===== config.mk =====
export PLATFORM = sky130hd
export DESIGN_NAME = prog_loader
export DESIGN_NICKNAME = d
export VERILOG_FILES = /design/src/rtl/prog_loader.sv
export SDC_FILE = /design/constraint.sdc
export NUM_CORES = 1
export LEC_CHECK = 0
export BUFFER_PORTS_ARGS = -buffer_cell sky130_fd_sc_hd__buf_2
export CAP_MARGIN = 20
export CORE_UTILIZATION = 35
export CTS_CLUSTER_SIZE = 40
export DETAILED_ROUTE_END_ITERATION = 8
export SKIP_LAST_GASP = 1
export SLEW_MARGIN = 15
export SYNTH_ARGS = -nofsm -noshare
export SYNTH_HDL_FRONTEND = slang
export SYNTH_SLANG_ARGS = --single-unit

===== constraint.sdc =====
create_clock -name clk -period 2.31 [get_ports clk]
set_input_delay 0.3465 -clock clk [delete_from_list [all_inputs] [get_ports clk]]
set_output_delay 0.3465 -clock clk [all_outputs]
set_load 0.005 [all_outputs]

===== src/rtl/prog_loader.sv =====
// Program loader for the accumulator CPU. It clears the 16x8 memory, fills it
// from a framed byte stream, checks the checksum, then serves as the CPU memory.
module prog_loader #(
    parameter int ADDR_W = 4,
    parameter int DATA_W = 8
) (
    input  logic              clk,
    input  logic              rst,
    input  logic              start_i,
    input  logic              in_valid_i,
    input  logic [DATA_W-1:0] in_data_i,
    output logic              in_ready_o,
    output logic              cpu_run_o,
    output logic              load_err_o,
    input  logic [ADDR_W-1:0] cpu_addr_i,
    input  logic              cpu_we_i,
    input  logic [DATA_W-1:0] cpu_wdata_i,
    output logic [DATA_W-1:0] cpu_rdata_o
);
    localparam int DEPTH = 1 << ADDR_W;

    typedef enum logic [2:0] {IDLE, CLEAR, HDR, DATA, CSUM, RUN, ERR} state_e;

    state_e            state_q, state_d;
    logic [ADDR_W-1:0] clr_q, clr_d;
    // ptr and N are one bit wider than an address so that N = DEPTH fits
    logic [ADDR_W:0]   ptr_q, ptr_d, n_q, n_d;
    logic [DATA_W-1:0] sum_q, sum_d;
    logic [DATA_W-1:0] rdata_q, rdata_d;
    logic [DATA_W-1:0] mem_q [DEPTH];

    logic              accept;
    logic              hdr_ok;
    logic              mem_we;
    logic [ADDR_W-1:0] mem_waddr;
    logic [DATA_W-1:0] mem_wdata;

    assign in_ready_o  = (state_q == HDR) || (state_q == DATA) || (state_q == CSUM);
    assign cpu_run_o   = (state_q == RUN);
    assign load_err_o  = (state_q == ERR);
    assign cpu_rdata_o = rdata_q;

    assign accept = in_valid_i && in_ready_o;
    assign hdr_ok = (in_data_i != '0) && (in_data_i <= DATA_W'(DEPTH));

    always_comb begin
        state_d   = state_q;
        clr_d     = clr_q;
        ptr_d     = ptr_q;
        n_d       = n_q;
        sum_d     = sum_q;
        mem_we    = 1'b0;
        mem_waddr = '0;
        mem_wdata = '0;
        case (state_q)
            IDLE, RUN, ERR: begin
                if (start_i) begin
                    state_d = CLEAR;
                    clr_d   = '0;
                end else if (state_q == RUN && cpu_we_i) begin
                    mem_we    = 1'b1;
                    mem_waddr = cpu_addr_i;
                    mem_wdata = cpu_wdata_i;
                end
            end
            CLEAR: begin
                mem_we    = 1'b1;
                mem_waddr = clr_q;
                clr_d     = clr_q + 1'b1;
                if (clr_q == ADDR_W'(DEPTH - 1)) state_d = HDR;
            end
            HDR: begin
                if (accept) begin
                    if (hdr_ok) begin
                        n_d     = in_data_i[ADDR_W:0];
                        ptr_d   = '0;
                        sum_d   = '0;
                        state_d = DATA;
                    end else begin
                        state_d = ERR;
                    end
                end
            end
            DATA: begin
                if (accept) begin
                    mem_we    = 1'b1;
                    mem_waddr = ptr_q[ADDR_W-1:0];
                    mem_wdata = in_data_i;
                    sum_d     = sum_q + in_data_i;
                    ptr_d     = ptr_q + 1'b1;
                    if (ptr_q + 1'b1 == n_q) state_d = CSUM;
                end
            end
            CSUM: begin
                if (accept) state_d = (in_data_i == sum_q) ? RUN : ERR;
            end
            default: state_d = IDLE;
        endcase
        // Read-first port; zero whenever RUN is not (or no longer) in force
        rdata_d = (state_q == RUN && !start_i) ? mem_q[cpu_addr_i] : '0;
    end

    always_ff @(posedge clk or posedge rst) begin
        if (rst) begin
            state_q <= IDLE;
            clr_q   <= '0;
            ptr_q   <= '0;
            n_q     <= '0;
            sum_q   <= '0;
            rdata_q <= '0;
        end else begin
            state_q <= state_d;
            clr_q   <= clr_d;
            ptr_q   <= ptr_d;
            n_q     <= n_d;
            sum_q   <= sum_d;
            rdata_q <= rdata_d;
        end
    end

    // Memory has no reset; CLEAR is its only initialiser
    always_ff @(posedge clk) begin
        if (mem_we && !rst) mem_q[mem_waddr] <= mem_wdata;
    end
endmodule


==> reports/metrics.csv, run 1 <==
metric,value,unit
status,finished clean,
cts bufs inserted,17,
CP Launch Type,flop,
GRT Overall Usage,15.87,%
met3 wire length,623,um
io pins,36,
Critical Path RT,2.43,ns
post-synthesis sequential area ratio,66.57,%
Hold WS,0.1498,ns
gpl congestion,0.8050,
area grow syn2layout,18.39,%
Crit path max-delay family,simple AND/OR/NAND/NOR gates,
Critical Path Sink Type,flop,
routed vias/inst,5.095,
Die Height,143.6,um
clk sinks,161,
# diodes,0,
Starting DRT DRC Count,378,
final setup TNS,0,ns
crit path from,state_q[0]$_DFFE_PP0P_,
met2 WL,7.207,mm
TritonRoute pass-1 iters,5,
Yosys warnings,0,
post-route insts no fill,781,
critical path's most frequent cell,buf_4,
Residual DRC,0,
worst-path fanout max,9,
highest routed layer,met4,
Synth Flop Type,edfxtp_1,
Relative slew margins,58.34,%
R2R depth,7,
Tcrit/Tclk final,93.61,%
row count,51,
layout cells sized above 1,28.10,%
DP HPWL,10.25,mm
Die Area,20610,um^2
largest net degree at the start of global routing,34,
worst-margin pin slew,0.6248,ns
width of the die,143.6,um
CP Depth,7,
max incr delay on CP,0.39,ns
Wirelength per Cell,18.96,um
clk buf depth,2,
asr flop ratio synth,20.50,%
Via Count,3979,
critical path buffer and inverter count,2,
"most common cell after layout, fill and taps aside",edfxtp_1,
Core Region,19530,um^2
initial antenna violation count,0,
Yosys top cell by area,edfxtp_1,
worst vdd ir,619.9,uV
vias in the first global route,4125,
Post-Syn Instances,433,
Final nets,539,
worst reg2reg path startpoint,state_q[0]$_DFFE_PP0P_,
worst hold-check path type,in2async,
first-pass GRT wire length,23.36,mm
hold_buf cts,0,
worst path cell trace,buf_4 -> nand2b_1 -> o2bb2ai_1 -> a211o_1 -> or2_2 -> nor2_1 -> buf_4,
WL met1,6.816,mm
Post-Place Worst Slack,0.1497,ns
ranking of synthesized cells by area,"edfxtp_1 (55%), mux4_2 (13%), dfrtp_1 (12%), o21ai_0 (1.7%), ha_1 (1.6%)",
library cells used by synthesis,47,
WS Path Type,reg2reg,
Power Density,968.7,nW/um^2
Leak Pwr,3.021,nW
worst setup path endpoint,mem_q[0][4]$_DFFE_PP_,
register bit total from synthesis,161,
top cell type's share of synthesized area,54.80,%
"setup slack, reg-to-reg",0.15,ns
Crit-path slowest cell,dfrtp_1,
Max Cap Violations,0,
Max H-tree Level,4,
fin. max-slew vios,0,
Setup-failing EPs final,0,
Routed WL,14.81,mm
combined area of all synthesized cells,7014,um^2
Root Driver,clkbuf_16,
Post-Syn Nets,468,
Initial Util,35.92,%
RR Endpoint,mem_q[0][4]$_DFFE_PP_,
Final Skew,0.008843,ns
grt total ovfl,0,
TritonCTS clock tree,yes,
# fillers,1811,
"EDFF count, synth",128,
PortBufs,35,
CP arrival,2.29,ns
post-placement cell count,748,
RSZ-0062 raised after global routing,no,
Clock Latency Late Sink,0.42,ns
"Worst Setup Slack, final",0.1476,ns
syn_area_per_cell,16.20,um^2
Antenna Violating Nets Remaining,0,
f_max,0.4625,GHz
Clock Pin Slew Worst Setup and Hold Paths,0.06,ns
most frequent cells in the layout,"edfxtp_1 (128), mux4_2 (40), buf_2 (35), dfrtp_1 (33), buf_4 (32)",
final hold viol count,0,
min cycle time layout,2.162,ns
per-stage QoR:
| stage | util (%) | instance area, um^2 | power [mW] |
|---|---|---|---|
| 2_1_floorplan | - | 7018 | 4.841 |
| 3_3_place_gp | 39.60 | 7732 | 5.368 |
| 3_5_place_dp | 39.60 | 7732 | 5.421 |
| 4_1_cts | 42.41 | 8282 | 8.085 |
| 5_1_grt | 42.53 | 8304 | 8.449 |
| 6_report | 42.53 | 8304 | 8.044 |
metal layers:
| layer | vias to the layer above | GRT usage (%) |
|---|---|---|
| met2 | 95 | 25.47 |
| met5 | - | 0 |
| met1 | 2025 | 20.86 |
| met4 | 0 | 5.543 |
| li1 | 1847 | - |
| met3 | 12 | 4.132 |
power breakdown:
part | total [mW] | leakage (nW) | switching, mW | internal, mW
clock | 2.66 | 0.259 | 1.06 | 1.61
combinational | 1.74 | 1.14 | 1.01 | 0.736
sequential | 3.64 | 1.62 | 0.163 | 3.47
total | 8.04 | 3.02 | 2.23 | 5.82
cell families after synthesis:
family                     synth area share [%]
buffers and inverters                     1.927
AOI/OAI and AO/OA                         6.600
adders and majority gates                 1.891
and+or+nand+nor                           7.296
muxes                                     14.09
xor gates and xnor gates                  1.623
DFF                                       66.57
synth_stat cells, types with 2 or more instances:
master    number
mux2i_1        2
a21oi_1       13
a22oi_1        3
nand3_1       10
nor2b_1       12
a21o_1         5
nor2_1        26
edfxtp_1     128
a22o_1        10
dfrtp_1       33
ha_1           9
nand4_1        2
o31ai_1        4
nor4_1         4
buf_1          2
mux4_2        40
inv_1         10
and2_1         4
and3_1         2
o21ai_0       24
mux2_2         6
nand4b_1       2
xor2_1         5
nor3_1         4
nand2b_1       7
nand2_1       24
buf_2          3
buf_6          3
clkbuf_1      11
xnor2_1        8
timing repair:
| item | CTS | global route |
|---|---|---|
| resized for setup | 0 | 3 |
| setup endpoints to repair | 0 | 40 |
| setup buffers | 0 | 2 |
worst min-delay path by stage:
stage | slack [ns] | cells after the start | to | startpoint
finish | 0.15 | 3 | cpu_rdata_o[6]$_DFF_PP0_ | rst
detailed placement | 0.46 | 2 | sum_q[0]$_DFFE_PP0P_ | sum_q[0]$_DFFE_PP0P_
global route | 0.18 | 3 | cpu_rdata_o[0]$_DFF_PP0_ | rst
floorplan | 0.29 | 1 | clr_q[0]$_DFFE_PP0P_ | rst
CTS | 0.17 | 3 | cpu_rdata_o[6]$_DFF_PP0_ | rst
global placement | 0.46 | 2 | sum_q[0]$_DFFE_PP0P_ | sum_q[0]$_DFFE_PP0P_
sequential cells by signal (all words and copies together), names as in the netlist:
signal,cells
mem_q,128
sum_q,8
n_q,5
state_q,3
clr_q,4
ptr_q,5
cpu_rdata_o,8
tightest hold or removal path: stages:
cell,delay (ns)
buf_2,0.11
clkinvlp_4,0.11
buf_4,0.45
area by class of cell:
cell class	instances	area, um^2	area share, %
Sequential cell	161	4669	56.23
Multi-Input combinational cell	243	2217	26.70
Clock buffer	25	465.4	5.605
Clock inverter	6	83.83	1.009
Inverter	10	41.29	0.4972
Tap cell	265	331.6	3.993
Timing Repair Buffer	71	495.5	5.967
(Power assumes the default switching activity.)
==> inputs of run 2 (changes only) <==
--- a/config.mk
+++ b/config.mk
@@ -7,9 +7,11 @@
 export LEC_CHECK = 0
 export BUFFER_PORTS_ARGS = -buffer_cell sky130_fd_sc_hd__buf_2
 export CAP_MARGIN = 20
-export CORE_UTILIZATION = 35
+export CORE_UTILIZATION = 55
 export CTS_CLUSTER_SIZE = 40
 export DETAILED_ROUTE_END_ITERATION = 8
+export GPL_TIMING_DRIVEN = 0
+export PLACE_DENSITY = 0.76
 export SKIP_LAST_GASP = 1
 export SLEW_MARGIN = 15
 export SYNTH_ARGS = -nofsm -noshare
==> reports/metrics.csv, run 2 (synthesis results as in run 1) <==
metric,value,unit,change
most frequent cells in the layout,"edfxtp_1 (128), mux4_2 (40), buf_2 (34), dfrtp_1 (33), nand2_1 (22)",,"was edfxtp_1 (128), mux4_2 (40), buf_2 (35), dfrtp_1 (33), buf_4 (32)"
# fillers,812,,was 1811
total power draw,8.394,mW,was 8.044 mW
worst path cell trace,nand2b_1 -> nor3_4 -> buf_4 -> a22oi_2 -> a22oi_1 -> nand2_2 -> nor2_4 -> buf_12,,was buf_4 -> nand2b_1 -> o2bb2ai_1 -> a211o_1 -> or2_2 -> nor2_1 -> buf_4
Reg area,4669,um^2,unchanged
Root Driver,clkbuf_16,,unchanged
vias in the first global route,4306,,was 4125
post-route insts no fill,682,,was 781
WS Path Type,reg2reg,,unchanged
Crit path max-delay family,simple AND/OR/NAND/NOR gates,,unchanged
Tcrit/Tclk final,97.18,%,was 93.61%
fin. max-slew vios,0,,unchanged
f_max,0.4454,GHz,was 0.4625 GHz
area of the multi-input gates,2397,um^2,was 2217 um^2
Critical Path RT,2.45,ns,was 2.43 ns
RSZ-0062 raised after global routing,yes,,was no
largest net degree at the start of global routing,36,,was 34
Leak Pwr,3.028,nW,was 3.021 nW
post-placement cell count,632,,was 748
Final Skew,0.009788,ns,was 0.008843 ns
CP arrival,2.39,ns,was 2.29 ns
worst-path fanout max,8,,was 9
Wirelength per Cell,24.48,um,was 18.96 um
Relative slew margins,38.03,%,was 58.34%
Setup-failing EPs final,0,,unchanged
first-pass GRT wire length,25.59,mm,was 23.36 mm
clk sinks,161,,unchanged
area grow syn2layout,20.10,%,was 18.39%
Initial Util,57.44,%,was 35.92%
critical path buffer and inverter count,2,,unchanged
PortBufs,31,,was 35
worst-margin pin slew,0.9295,ns,was 0.6248 ns
status,finished clean,,unchanged
routed vias/inst,6.290,,was 5.095
layout cells sized above 1,33.07,%,was 28.10%
Die Height,114.9,um,was 143.6 um
CP Depth,8,,was 7
Max Cap Violations,0,,unchanged
GRT Overall Usage,27.90,%,was 15.87%
width of the die,114.9,um,was 143.6 um
Largest register FFs,128,,unchanged
Residual DRC,0,,unchanged
hold_buf cts,0,,unchanged
Post-Place Worst Slack,-0.7454,ns,was 0.1497 ns
row count,40,,was 51
"Worst Setup Slack, final",0.06506,ns,was 0.1476 ns
"most common cell after layout, fill and taps aside",edfxtp_1,,unchanged
worst vdd ir,845.4,uV,was 619.9 uV
Die Area,13210,um^2,was 20610 um^2
Clock Pin Slew Worst Setup and Hold Paths,0.06,ns,about the same
clk buf depth,2,,unchanged
gpl congestion,0.8473,,was 0.8050
Hold WS,0.08180,ns,was 0.1498 ns
max incr delay on CP,0.40,ns,was 0.39 ns
Via Count,4290,,was 3979
TritonRoute pass-1 iters,5,,unchanged
io pins,36,,unchanged
worst hold-check path type,in2async,,unchanged
Antenna Violating Nets Remaining,0,,unchanged
final hold viol count,0,,unchanged
grt total ovfl,0,,unchanged
Starting DRT DRC Count,521,,was 378
Core Region,12210,um^2,was 19530 um^2
DP HPWL,10.25,mm,about the same
Routed WL,16.69,mm,was 14.81 mm
Power Density,996.4,nW/um^2,was 968.7 nW/um^2
Final nets,537,,was 539
min cycle time layout,2.245,ns,was 2.162 ns
Max H-tree Level,4,,unchanged
CP Launch Type,flop,,unchanged
final core utilization,68.99,%,was 42.53%
TritonCTS clock tree,yes,,unchanged
Critical Path Sink Type,flop,,unchanged
Crit-path slowest cell,dfrtp_1,,unchanged
R2R depth,8,,was 7
Clock Latency Late Sink,0.43,ns,was 0.42 ns
Reg with most FFs,mem_q,,unchanged
cts bufs inserted,17,,unchanged
initial antenna violation count,0,,unchanged
# diodes,0,,unchanged
## run 2: cell types whose count changed in the layout (fill, tap and decap cells not counted), sizes merged
| cell | change |
|---|---|
| clkbuf | +4 |
| buf | -12 |
| clkinvlp | +1 |
| clkinv | +4 |
| bufinv | +1 |
## run 2: worst paths after layout
kind,from,slack [ns],endpoint
min in group clk,in_data_i[0],0.25,n_q[0]$_DFFE_PP0P_
worst max-delay path,state_q[1]$_DFFE_PP0P_,0.07,mem_q[11][5]$_DFFE_PP_
worst min register to register,sum_q[2]$_DFFE_PP0P_,0.49,sum_q[2]$_DFFE_PP0P_
max in group asynchronous,rst,1.76,ptr_q[2]$_DFFE_PP0P_
worst min-delay path,rst,0.08,clr_q[3]$_DFFE_PP0P_
worst max register to register,state_q[1]$_DFFE_PP0P_,0.07,mem_q[11][5]$_DFFE_PP_
## run 2: metrics by stage
step                setup TNS, ns  cell area, um^2
floorplan                       0             7018
global placement           -67.16             7383
detailed placement         -78.26             7383
CTS                             0             8361
global route              -0.1030             8424
finish                          0             8424
## run 2: what timing repair did
item	in CTS	in global routing
endpoints found under the setup margin	192	240
resized for setup	46	15
pin swaps	11	1
setup buffers	19	1
endpoints found under the hold margin	0	0
## run 2: layout make-up
cell class / instances / area share, %
multi-input combinational: 243 / 28.46
timing repair buffer: 51 / 5.109
clock inverter: 12 / 1.693
inverter: 10 / 0.4901
clock buffer: 19 / 5.139
sequential: 161 / 55.43
buffer: 18 / 1.188
tap: 168 / 2.495
## run 2: where the power goes
group	total [mW]	internal (mW)	switching, mW
Clock	2.80	1.68	1.12
Combinational	1.93	0.740	1.19
Sequential	3.66	3.47	0.188
## run 2: layer usage
metal	track usage [%]	part of all wire [%]	vias up
met1	36.69	41	2214
met4	10.22	2.3	0
li1	-	-	1839
met5	0	0	-
met3	6.062	6.8	34
met2	46.22	50	203
## run 2: worst reg2reg max path: cells and delay by family, from the launching register on
family,cells,cell delay (ns)
AO/OA/AOI/OAI,2,0.41
AND/OR/NAND/NOR,4,0.83
buffers and inverters,2,0.31
flip-flops,1,0.40
